<file path="config.mk">
export PLATFORM = sky130hd
export DESIGN_NAME = mem_arbiter
export DESIGN_NICKNAME = d
export VERILOG_FILES = /design/src/rtl/cpu_types_pkg.sv /design/src/rtl/mem_arbiter.sv
export SDC_FILE = /design/constraint.sdc
export NUM_CORES = 1
export LEC_CHECK = 0
export BUFFER_PORTS_ARGS = -buffer_cell sky130_fd_sc_hd__buf_2
export CORE_AREA = 2 2 130 132
export CTS_BUF_LIST = sky130_fd_sc_hd__clkbuf_8
export DETAILED_ROUTE_END_ITERATION = 8
export DIE_AREA = 0 0 132 134
export PLACE_DENSITY = 0.44
export SYNTH_ARGS = -nofsm -noshare
export SYNTH_HDL_FRONTEND = slang
export SYNTH_SLANG_ARGS = --single-unit
export TNS_END_PERCENT = 100
</file>
<file path="constraint.sdc">
create_clock -name CLK -period 1.45 [get_ports CLK]
set_clock_uncertainty 0.15 [all_clocks]
set_input_delay 0.145 -clock CLK [delete_from_list [all_inputs] [get_ports CLK]]
set_output_delay 0.145 -clock CLK [all_outputs]
set_load 0.05 [all_outputs]
</file>
<file path="src/rtl/cpu_types_pkg.sv">
// Shared CPU memory-system types: RAM status encoding, the word type and the
// "no data" filler word returned on loads that are not completing.
package cpu_types_pkg;

    typedef logic [31:0] word_t;

    typedef enum logic [1:0] {
        FREE   = 2'd0,
        BUSY   = 2'd1,
        ACCESS = 2'd2,
        ERROR  = 2'd3
    } ramstate_t;

    localparam word_t BAD = 32'hBAD1BAD1;

endpackage

</file>
<file path="src/rtl/mem_arbiter.sv">
// Single-RAM arbiter for one data port and two instruction ports (data first,
// round-robin between cores). Define MEM_ARB_FAIRNESS_EN for the data-streak starvation guard.
module mem_arbiter
    import cpu_types_pkg::word_t;
    import cpu_types_pkg::ramstate_t;
#(
    parameter word_t BAD         = cpu_types_pkg::BAD,
    parameter int    DSTREAK_MAX = 4
) (
    input  logic        CLK,
    input  logic        nRST,
    input  logic        dREN,
    input  logic        dWEN,
    input  word_t       daddr,
    input  word_t       dstore,
    output logic        dwait,
    output word_t       dload,
    input  logic  [1:0] iREN,
    input  word_t [1:0] iaddr,
    output logic  [1:0] iwait,
    output word_t [1:0] iload,
    output logic        ramREN,
    output logic        ramWEN,
    output word_t       ramaddr,
    output word_t       ramstore,
    input  word_t       ramload,
    input  ramstate_t   ramstate
);

    typedef enum logic [1:0] {
        IDLE    = 2'd0,
        DGRANT  = 2'd1,
        IGRANT0 = 2'd2,
        IGRANT1 = 2'd3
    } arb_state_t;

    arb_state_t state_q, state_d;
    logic       rr_q, rr_d;
    logic       data_req;
    logic       ram_done;
    logic       pick_core;
    logic       cur_core;
    logic       instr_first;

    if (DSTREAK_MAX < 1 || DSTREAK_MAX > 7) begin : g_bad_streak
        $error("mem_arbiter: DSTREAK_MAX must fit the 3-bit streak counter (1..7)");
    end

    assign data_req  = dREN | dWEN;
    assign ram_done  = (ramstate == cpu_types_pkg::ACCESS);
    assign pick_core = iREN[rr_q] ? rr_q : ~rr_q;
    assign cur_core  = (state_q == IGRANT1);

`ifdef MEM_ARB_FAIRNESS_EN
    localparam logic [2:0] STREAK_LIM = 3'(DSTREAK_MAX);

    logic [2:0] streak_q, streak_d;
    logic       d_done;
    logic       i_done;

    assign d_done      = (state_q == DGRANT) && data_req && ram_done;
    assign i_done      = ((state_q == IGRANT0) || (state_q == IGRANT1)) && iREN[cur_core] && ram_done;
    assign instr_first = (streak_q >= STREAK_LIM) && (|iREN);

    // Only data wins taken at the expense of a waiting core count toward the streak.
    always_comb begin
        streak_d = streak_q;
        if (!(|iREN) || i_done) begin
            streak_d = '0;
        end else if (d_done && (streak_q != 3'd7)) begin
            streak_d = streak_q + 3'd1;
        end
    end

    always_ff @(posedge CLK or negedge nRST) begin
        if (!nRST) begin
            streak_q <= '0;
        end else begin
            streak_q <= streak_d;
        end
    end
`else
    assign instr_first = 1'b0;
`endif

    always_ff @(posedge CLK or negedge nRST) begin
        if (!nRST) begin
            state_q <= IDLE;
            rr_q    <= 1'b0;
        end else begin
            state_q <= state_d;
            rr_q    <= rr_d;
        end
    end

    // Outputs are purely combinational from state and live inputs, so a granted
    // requester sees its address/data changes on the RAM bus in the same cycle.
    always_comb begin
        state_d  = state_q;
        rr_d     = rr_q;
        ramREN   = 1'b0;
        ramWEN   = 1'b0;
        ramaddr  = '0;
        ramstore = '0;
        dwait    = 1'b1;
        dload    = BAD;
        iwait    = 2'b11;
        iload    = {BAD, BAD};

        unique case (state_q)
            IDLE: begin
                if (instr_first) begin
                    state_d = pick_core ? IGRANT1 : IGRANT0;
                end else if (data_req) begin
                    state_d = DGRANT;
                end else if (|iREN) begin
                    state_d = pick_core ? IGRANT1 : IGRANT0;
                end
            end

            DGRANT: begin
                if (!data_req) begin
                    state_d = IDLE;
                end else begin
                    if (dWEN) begin
                        ramWEN   = 1'b1;
                        ramstore = dstore;
                    end else begin
                        ramREN = 1'b1;
                    end
                    ramaddr = daddr;
                    if (ram_done) begin
                        dwait   = 1'b0;
                        state_d = IDLE;
                        if (!dWEN) begin
                            dload = ramload;
                        end
                    end
                end
            end

            IGRANT0, IGRANT1: begin
                if (!iREN[cur_core]) begin
                    state_d = IDLE;
                end else begin
                    ramREN  = 1'b1;
                    ramaddr = iaddr[cur_core];
                    if (ram_done) begin
                        iwait[cur_core] = 1'b0;
                        iload[cur_core] = ramload;
                        state_d         = IDLE;
                        rr_d            = ~cur_core;
                    end
                end
            end

            default: state_d = IDLE;
        endcase
    end

endmodule

</file>
==> run metrics, run 1 <==
outcome=complete, but fails checks; failing checks=negative setup slack; worst skew pair latency=220 ps; yosys synthesis warning count=0; #FFs+latches synth=3; via count=3443; Slew @ Worst Pin=264.8 ps; hold endpoint=state_q[0]$_DFFE_PN0P_; Avg WL per Cell=16.42 µm; antenna violations before repair=2; R2R Path End=rr_q$_DFFE_PN0P_; CTS clock-pin slew for the worst setup and hold paths=30 ps; remaining antenna violation count=0; Root Buffer=clkbuf_8; WS Path Type=register to output pin; fin nets=796; Async SR Flop Fraction=100.0%; RSZ-0062 raised after global routing=true; # DRC=0; first-pass GRT wire length=19.31 mm; Primary FF master, synth=dfrtp_1; Critical Path Slowest Stage Cell=dfrtp_2; Worst R2R Setup Slack=-150 ps; Slew Limit Headroom=82.26%; Leakage Power=3.467 nW; CTS sink cnt=3; Synth Cell Area=1864 µm²; final setup margin=-503.0 ps; Die Y-Extent=134 µm; crit-path cells=and2_4 > and3_4 > buf_12 > buf_16 > and2_4 > buf_8; CTS Buffer Depth=2; Max Cap Viol=0; final WL=13.92 mm; htree depth=1; Final Cycle Share=134.7%; PortBufs=332; delay-heaviest family, CP=simple AND/OR/NAND/NOR gates; gr ovfl total=0; # IOs=333; vias in the first global route=3644; Num CTS Buffers=3; total power=0.004720 W; most common cell in the synthesized netlist=and2_1; total iterations of the first detailed-routing run=3; critical path capture point type=output pin; crit path launch type=register; register area share after synthesis=4.027%; Worst EP arrival=1660 ps; fmax=512.0 MHz; power per cell area=615.2 nW/µm²; synthesis-to-layout area growth=311.5%; post-layout min period=1953 ps; max-slew violation count=0; row cnt=47; all-layer global routing usage=13.49%; cells after synthesis=247; CTS tree=built; Worst R2R Start=state_q[0]$_DFFE_PN0P_; HP Start=iREN[1]; GP Congestion=0.8012; # setup viols final=167; chip width=132 µm; pin count of the biggest net entering global routing=21; core region area=16290 µm²; initial core utilization=11.44%; Max stage delay on crit path=460 ps; worst slack, placed=-442.3 ps; Final Hold Vio Count=0; final core occ=47.10%; Avg Cell Area, Syn=7.548 µm²; post-synth top area cell=and2_1; DP HPWL=9.147 mm; worst-path fanout max=7; Peak VDD IR=0.0004161 V; Synth Net Count=415; most frequent CP cell=and2_4; WP data required=1150 ps; Via-to-Cell Ratio=4.060; Post-synth EDFFs=0; die area=17690 µm²; drt first-iter violations=58; Netlist cell types=29; reg2reg path depth=6; Bufs and invs on worst path=3; top cells by count, synth=and2_1 (74), nand2b_1 (55), o2bb2ai_1 (34); share of layout cells above drive strength 1=97.29%; Min-Delay Path Class=input port to register; Cells on Worst Hold Path=2; Synth top area share=24.83%; Synth area leaders=and2_1 (25%), nand2b_1 (18%), mux2i_1 (17%), o2bb2ai_1 (16%), buf_4 (4.4%)
power breakdown:
part / switching (W) / internal, W / total [W]
sequential: 0.0000252 / 0.0000970 / 0.000122
clock: 0.0000593 / 0.000181 / 0.000240
combinational: 0.00227 / 0.00209 / 0.00436
registers in the layout, summed over array words and instances (netlist names):
| name | cells |
|---|---|
| rr_q | 1 |
| state_q | 2 |
layout make-up:
cell class	count	area (µm²)
multi-input combinational	218	3231
clock buffer	3	41.29
sequential	3	76.32
clock inverter	1	3.754
tap	220	275.3
inverter	2	11.26
antenna	1	2.502
timing repair buffer	400	4031
fill	1448	8617
worst max-delay path by stage:
stage,startpoint,end,slack [ps],depth (start not counted)
2_1_floorplan,state_q[1]$_DFFE_PN0P_,ramaddr[10],-250,4
3_3_place_gp,state_q[0]$_DFFE_PN0P_,iload[36],-390,5
3_5_place_dp,state_q[0]$_DFFE_PN0P_,iload[36],-440,5
4_1_cts,state_q[0]$_DFFE_PN0P_,ramaddr[1],-550,6
5_1_grt,state_q[0]$_DFFE_PN0P_,iload[42],-550,6
6_report,state_q[0]$_DFFE_PN0P_,iload[42],-500,6
timing repair:
action,4_1_cts,5_1_grt
cloned,9,6
setup endpoints to repair,166,166
hold buffers,1,0
buffers inserted,10,6
gates resized for setup,330,236
hold endpoints to repair,3,0
pin swaps,1,28
kinds of logic (layout without fill, tap and decap cells):
family | Yosys count | count (layout) | share of synthesized area [%]
flip-flops | 3 | 3 | 4.027
AO/OA/AOI/OAI | 39 | 39 | 18.12
multiplexers | 32 | 32 | 17.18
other | 0 | 1 | 0
buffers and inverters | 26 | 406 | 9.530
AND/OR/NAND/NOR | 147 | 147 | 51.14
cell usage in the layout (no fill, tap or decap), drive strengths merged, types with 2 or more instances in the layout:
master	netlist	routed
inv	2	2
buf	21	394
o2bb2ai	34	34
nor2	2	2
clkbuf	3	8
and2	75	75
nor2b	4	4
nand2b	55	55
nand2	4	4
mux2i	32	32
dfrtp	3	3
and3	2	2
worst reg2reg max path: cells and delay by family, from the launching register on:
kind                   cells  cell delay (ps)
buffers and inverters      3              390
DFF                        1              470
and+or+nand+nor            3              520
metal layers:
layer  part of all wire [%]  vias to the layer above  global-route usage, %
met3                    7.2                       14                  3.704
li1                       -                     1621                      -
met5                  0.093                        -                      0
met2                     59                      183                  28.59
met4                    1.2                        2                  1.630
met1                     33                     1623                  13.09
through the flow:
stage,cell area [µm²],TNS [ps],std cells,hold WS (ps)
final,7672,-71920,848,32.80
after global routing,7672,-81460,848,55.80
after CTS,6705,-76120,839,31.81
after detailed placement,5194,-53380,815,-205.0
after global placement,5194,-47500,815,-201.4
after floorplan,3038,-15960,247,-300.6
Note: power is estimated with default switching activity, not from simulation.
==> inputs of run 2 (changes only) <==
--- a/config.mk
+++ b/config.mk
@@ -5,6 +5,7 @@
 export SDC_FILE = /design/constraint.sdc
 export NUM_CORES = 1
 export LEC_CHECK = 0
+export ABC_AREA = 1
 export BUFFER_PORTS_ARGS = -buffer_cell sky130_fd_sc_hd__buf_2
 export CORE_AREA = 2 2 130 132
 export CTS_BUF_LIST = sky130_fd_sc_hd__clkbuf_8
==> run 2 against run 1 <==
Net effect:
- the run still ends with negative setup slack left
- global-route usage up 0.51 points
- critical path depth up 5
- cell count up 23%
- register-to-register slack better by 90 ps
- die area unchanged
- first-iteration DRC count up 76%
- flip-flop and latch count unchanged
- fmax down 0.76%
- synthesized area up 4.1%
- critical endpoint is now iload[13]
- largest cell class unchanged
==> run metrics, run 2 <==
Peak VDD IR=0.0005471 V (+31%); Slew @ Worst Pin=369.7 ps (+104.9 ps); Synth area leaders=nand2_1 (50%), nor2_1 (15%), nand3_1 (8.5%), inv_1 (7.2%), dfrtp_1 (3.9%); # IOs=333 (unchanged); CTS tree=built; CTS clock-pin slew for the worst setup and hold paths=30 ps (about the same); Num CTS Buffers=3 (unchanged); crit path launch type=register; initial core utilization=11.91% (+0.47 points); most frequent cells in the layout=nand2_1 (191), buf_2 (167), buf_6 (131), nor2_4 (70), nand2_2 (48); Root Buffer=clkbuf_8; via count=4098 (+19%); antenna violations before repair=0 (-2); Leakage Power=3.346 nW (-3.5%); fmax=508.2 MHz (-0.76%); Final Hold Vio Count=0 (unchanged); gr ovfl total=0 (unchanged); final setup margin=-517.9 ps (-14.94 ps); worst skew pair latency=210 ps (about the same); Min-Delay Path Class=input port to register; Final Cycle Share=135.7% (+1.0 points); Synth Net Count=628 (+51%); post-synth top area cell=nand2_1; Async SR Flop Fraction=100.0% (unchanged); Slew Limit Headroom=75.33% (-6.9 points); crit-path cells=buf_4 > inv_6 > nand3_4 > nand2_4 > inv_2 > nor2_4 > nand2_8 > clkinv_8 > buf_16 > nand2_1 > buf_6; CTS sink cnt=3 (unchanged); drt first-iter violations=102 (+76%); #FFs+latches synth=3 (unchanged); power per cell area=1153 nW/µm² (+87%); PortBufs=332 (unchanged); Primary FF master, synth=dfrtp_1; core region area=16290 µm² (unchanged); Bufs and invs on worst path=6 (+3); Critical Path Slowest Stage Cell=dfrtp_1; share of layout cells above drive strength 1=66.42% (-31 points); failing checks=negative setup slack; die area=17690 µm² (unchanged); critical path capture point type=output pin; Post-synth EDFFs=0 (unchanged); worst-path fanout max=7 (unchanged); Worst R2R Setup Slack=-60 ps (+90 ps); Netlist cell types=22 (-24%); Via-to-Cell Ratio=3.944 (-2.9%); yosys synthesis warning count=0 (unchanged); chip width=132 µm (unchanged); placed insts=1017 (+25%); total power=0.007578 W (+61%); delay-heaviest family, CP=buffers and inverters; total iterations of the first detailed-routing run=4 (+1); Die Y-Extent=134 µm (unchanged); register area share after synthesis=3.868% (-0.16 points); outcome=complete, but fails checks; WP data required=1150 ps (about the same); post-layout min period=1968 ps (+14.94 ps); worst slack, placed=-385.3 ps (+57.04 ps); post-placement cell area=4890 µm² (-5.9%); biggest regs=state_q: 2 flops, rr_q: 1 flops; max-slew violation count=0 (unchanged); first-pass GRT wire length=20.43 mm (+5.8%); all-layer global routing usage=14.00% (+0.51 points); row cnt=47 (unchanged); final WL=14.22 mm (+2.1%); worst hold margin=96.78 ps (+63.99 ps); Max Cap Viol=0 (unchanged); WS Path Type=register to output pin; pin count of the biggest net entering global routing=33 (+57%); antenna cells=0 (-1); vias in the first global route=3973 (+9.0%); Filler Cells Inserted=1648 (+14%); Final Cell Area=6573 µm² (-14%); most common cell in the synthesized netlist=nand2_1; max reg flops=2 (unchanged); top cells by count, synth=nand2_1 (256), nor2_1 (79), inv_1 (37); fin nets=988 (+24%); Avg WL per Cell=13.68 µm (-17%); CTS Buffer Depth=2 (unchanged); # setup viols final=167 (unchanged); synthesis-to-layout area growth=238.7%; Avg Cell Area, Syn=4.219 µm² (-44%); Max stage delay on crit path=370 ps (-90 ps); htree depth=1 (unchanged); remaining antenna violation count=0 (unchanged); Largest Register=state_q; Worst EP arrival=1670 ps (about the same); cells after synthesis=460 (+86%); RSZ-0062 raised after global routing=true; DP HPWL=10.09 mm (+10%); Synth Cell Area=1941 µm² (+4.1%); GP Congestion=0.7480 (-6.6%); # DRC=0 (unchanged); commonest non-fill, non-tap cell in the layout=nand2_1; non-filler cells, final=1039 (+23%); Synth top area share=49.52% (+25 points)
run 2: changes by cell type in the layout (fill, tap and decap cells not counted), sizes merged, moves of 4 or more:
cell | before | now
nor2 | 2 | 82
and2 | 75 | 0
o2bb2ai | 34 | 0
nand2 | 4 | 259
nand2b | 55 | 0
nor2b | 4 | 0
buf | 394 | 375
mux2i | 32 | 0
nand3 | 0 | 35
inv | 2 | 43
run 2: final timing paths:
| path | start | cells past startpoint | end |
|---|---|---|---|
| worst max register to register | state_q[1]$_DFFE_PN0P_ | 6 | state_q[1]$_DFFE_PN0P_ |
| worst max-delay path | state_q[0]$_DFFE_PN0P_ | 11 | iload[13] |
| max in group asynchronous | nRST | 2 | state_q[1]$_DFFE_PN0P_ |
| worst min register to register | rr_q$_DFFE_PN0P_ | 2 | rr_q$_DFFE_PN0P_ |
| min in group asynchronous | nRST | 2 | state_q[0]$_DFFE_PN0P_ |
| worst min-delay path | dREN | 4 | state_q[1]$_DFFE_PN0P_ |
run 2: layer usage:
layer | part of all wire (%) | vias up | wire, µm | GRT usage, %
li1 | - | 2081 | - | -
met1 | 38 | 1812 | 5407 | 16.09
met2 | 54 | 185 | 7650 | 26.74
met3 | 6.3 | 20 | 897 | 2.759
met4 | 1.8 | 0 | 263 | 2.899
met5 | 0 | - | 0 | 0
run 2: cell type report:
| type | instances | area (µm²) | area share (%) |
|---|---|---|---|
| clock buffer | 3 | 41.29 | 0.6282 |
| clock inverter | 1 | 3.754 | 0.05711 |
| inverter | 43 | 198.9 | 3.027 |
| multi-input combinational | 384 | 2399 | 36.49 |
| sequential | 3 | 76.32 | 1.161 |
| tap | 220 | 275.3 | 4.188 |
| timing repair buffer | 384 | 3567 | 54.27 |
| timing repair inverter | 1 | 11.26 | 0.1713 |
run 2: stage by stage:
stage	TNS, ps	utilization (%)
global route	-79760	40.35
finish	-63590	40.35
floorplan	-25840	-
detailed placement	-41310	30.02
CTS	-68230	36.74
global placement	-40510	30.02
run 2: timing repair:
item                                   in CTS  in global routing
resized for setup                         291                149
endpoints found under the hold margin       3                  0
pin swaps                                   6                  1
setup endpoints to repair                 168                168
setup buffers                               3                  4
cloned                                      3                  9
hold buffers                                1                  0
run 2: cells by family after synthesis:
| family | count (synthesis) | synth area share (%) |
|---|---|---|
| AND/OR/NAND/NOR | 379 | 78.40 |
| buffers and inverters | 73 | 16.44 |
| flip-flops | 3 | 3.868 |
| AO/OA/AOI/OAI | 5 | 1.289 |
run 2: worst min-delay path, cell delays in order:
cell and delay [ps]:
buf_2 90, nor2_1 50, nand2_1 70, a21oi_1 70
run 2: report_power, final:
part	total, W	internal (W)	switching, W
clock	0.000235	0.000180	0.0000544
sequential	0.000154	0.000122	0.0000328
combinational	0.00719	0.00279	0.00440
total	0.00758	0.00309	0.00448
==> inputs of run 3 (changes only) <==
--- a/config.mk
+++ b/config.mk
@@ -5,10 +5,9 @@
 export SDC_FILE = /design/constraint.sdc
 export NUM_CORES = 1
 export LEC_CHECK = 0
-export ABC_AREA = 1
 export BUFFER_PORTS_ARGS = -buffer_cell sky130_fd_sc_hd__buf_2
 export CORE_AREA = 2 2 130 132
-export CTS_BUF_LIST = sky130_fd_sc_hd__clkbuf_8
+export CTS_BUF_LIST = sky130_fd_sc_hd__clkbuf_4
 export DETAILED_ROUTE_END_ITERATION = 8
 export DIE_AREA = 0 0 132 134
 export PLACE_DENSITY = 0.44
==> run 3 against run 2 <==
Net effect:
- the flow still finishes with violations (negative setup slack)
- die area did not move
- first-iteration DRC count fell by 39%
- via count fell by 16%
- cell count fell by 18%
- wire length fell by 2.6%
- critical path type unchanged
- largest power group unchanged
==> run metrics, run 3 (same netlist as run 1, synthesis figures left out) <==
outcome=complete, but fails checks; failing checks=negative setup slack; # setup viols final=167 (unchanged); Root Buffer=clkbuf_4; Slew @ Worst Pin=270.0 ps (-99.72 ps); # DRC=0 (unchanged); final core occ=46.96% (+6.6 points); Slew Limit Headroom=82.12% (+6.8 points); R2R Path End=rr_q$_DFFE_PN0P_; GP Congestion=0.8012 (+7.1%); DP HPWL=9.147 mm (-9.3%); Num CTS Buffers=3 (unchanged); Worst R2R Start=state_q[0]$_DFFE_PN0P_; RSZ-0062 raised after global routing=true; crit path launch type=register; Peak VDD IR=0.0004237 V (-23%); final setup margin=-524.7 ps (-6.851 ps); max-slew violation count=0 (unchanged); critical path capture point type=output pin; first-pass GRT wire length=19.21 mm (-6.0%); antenna violations before repair=2 (+2); # IOs=333 (unchanged); initial core utilization=11.44% (-0.47 points); most frequent cells in the layout=buf_2 (168), buf_6 (91), buf_8 (87), and2_4 (74), nand2b_4 (51); post-layout min period=1975 ps (+6.851 ps); Final Cell Area=7650 µm² (+16%); remaining antenna violation count=0 (unchanged); die area=17690 µm² (unchanged); drt first-iter violations=62 (-39%); core region area=16290 µm² (unchanged); htree depth=1 (unchanged); Leakage Power=3.455 nW (+3.2%); sw frac=50.31% (-8.9 points); reg2reg path depth=6 (unchanged); vias in the first global route=3627 (-8.7%); fin nets=796 (-19%); via count=3437 (-16%); worst skew pair latency=240 ps (+30 ps); pin count of the biggest net entering global routing=21 (-36%); biggest regs=state_q: 2 flops, rr_q: 1 flops; Max Cap Viol=0 (unchanged); total iterations of the first detailed-routing run=3 (-1); all-layer global routing usage=13.37% (-0.63 points); Final Cycle Share=136.2% (+0.47 points); CTS clock-pin slew for the worst setup and hold paths=40 ps (about the same); gr ovfl total=0 (unchanged); Min-Delay Path Class=input port to register; Worst EP arrival=1680 ps (about the same); Comb power frac=93.7% (-1.2 points); worst-path fanout max=7 (unchanged); WS Path Type=register to output pin; fmax=506.4 MHz (-0.35%); crit path from=state_q[0]$_DFFE_PN0P_; chip width=132 µm (unchanged); Avg WL per Cell=16.32 µm (+19%); WP data required=1150 ps (about the same); CTS tree=built; share of layout cells above drive strength 1=97.45% (+31 points); post-placement cell area=5194 µm² (+6.2%); power per cell area=607.6 nW/µm² (-47%); Largest Register=state_q; Die Y-Extent=134 µm (unchanged); commonest non-fill, non-tap cell in the layout=buf_2; synthesis-to-layout area growth=310.3%; net load switching power=0.002338 W (-48%); Final Hold Vio Count=0 (unchanged); row cnt=47 (unchanged); Via-to-Cell Ratio=4.048 (+2.6%); Flop pwr share=2.6% (+0.6 points); PortBufs=332 (unchanged); final WL=13.85 mm (-2.6%); crit path to=iload[12]; clock network power share=3.7% (+0.6 points); CTS Buffer Depth=2 (unchanged); CTS sink cnt=3 (unchanged); Pint=0.002310 W (-25%); Worst R2R Setup Slack=-140 ps (-80 ps); max reg flops=2 (unchanged)
## run 3: cell types whose count changed in the layout (fill, tap and decap cells not counted), sizes merged, moves of 4 or more
| cell | change |
|---|---|
| and2 | +75 |
| buf | +19 |
| inv | -42 |
| mux2i | +32 |
| nand2 | -255 |
| nand2b | +55 |
| nand3 | -35 |
| nor2 | -80 |
| nor2b | +4 |
| o2bb2ai | +34 |
## run 3: cell type report
class	count	area, µm²
timing repair buffer	400	4028
inverter	2	11.26
sequential	3	76.32
fill	1439	8640
tap	220	275.3
multi-input combinational	218	3224
antenna	2	5.005
clock buffer	4	30.03
## run 3: critical path: stages (launching register included)
cell      delay [ps]
dfrtp_2          470
nor2b_4          180
and3_4           280
buf_12           150
buf_12           140
nand2b_4          60
buf_6            150
## run 3: worst min-delay path by stage
stage | startpoint | end | cells past startpoint
after CTS | iREN[1] | state_q[0]$_DFFE_PN0P_ | 2
after detailed placement | nRST | rr_q$_DFFE_PN0P_ | 1
after global routing | iREN[1] | state_q[0]$_DFFE_PN0P_ | 2
after global placement | nRST | rr_q$_DFFE_PN0P_ | 1
final | iREN[1] | state_q[0]$_DFFE_PN0P_ | 2
after floorplan | nRST | rr_q$_DFFE_PN0P_ | 0
## run 3: metrics by stage
stage,hold WS (ps),setup slack [ps],setup TNS (ps),instances,power [W]
3_5_place_dp,-205.0,-442.3,-53380,815,0.003339
2_1_floorplan,-300.6,-250.2,-15960,247,0.002513
4_1_cts,10.65,-572.4,-79720,839,0.004212
6_report,13.84,-524.7,-76260,849,0.004648
5_1_grt,34.41,-571.1,-84680,848,0.004828
3_3_place_gp,-201.4,-385.0,-47500,815,0.003311
## run 3: layer usage
layer / vias to the layer above / global-route usage, % / wire length, µm
li1: 1619 / - / -
met5: - / 0 / 13
met3: 16 / 3.477 / 1049
met2: 190 / 28.39 / 8123
met1: 1610 / 13.12 / 4427
met4: 2 / 1.449 / 238
## run 3: timing repair
item	CTS	global route
gates cloned	9	6
hold endpoints to repair	3	0
resized for setup	330	234
setup buffers	10	6
setup endpoints to repair	166	166
hold buffers	1	0
pin swaps	1	28
## run 3: power by group through the flow
| stage | clock (W) | sequential, W | combinational [W] |
|---|---|---|---|
| finish | 0.000170 | 0.000123 | 0.00436 |
| global route | 0.000183 | 0.000124 | 0.00452 |
| CTS | 0.000175 | 0.000118 | 0.00392 |
| detailed placement | 0 | 0.000119 | 0.00322 |
| global placement | 0 | 0.000117 | 0.00319 |
| floorplan | 0 | 0.000101 | 0.00241 |
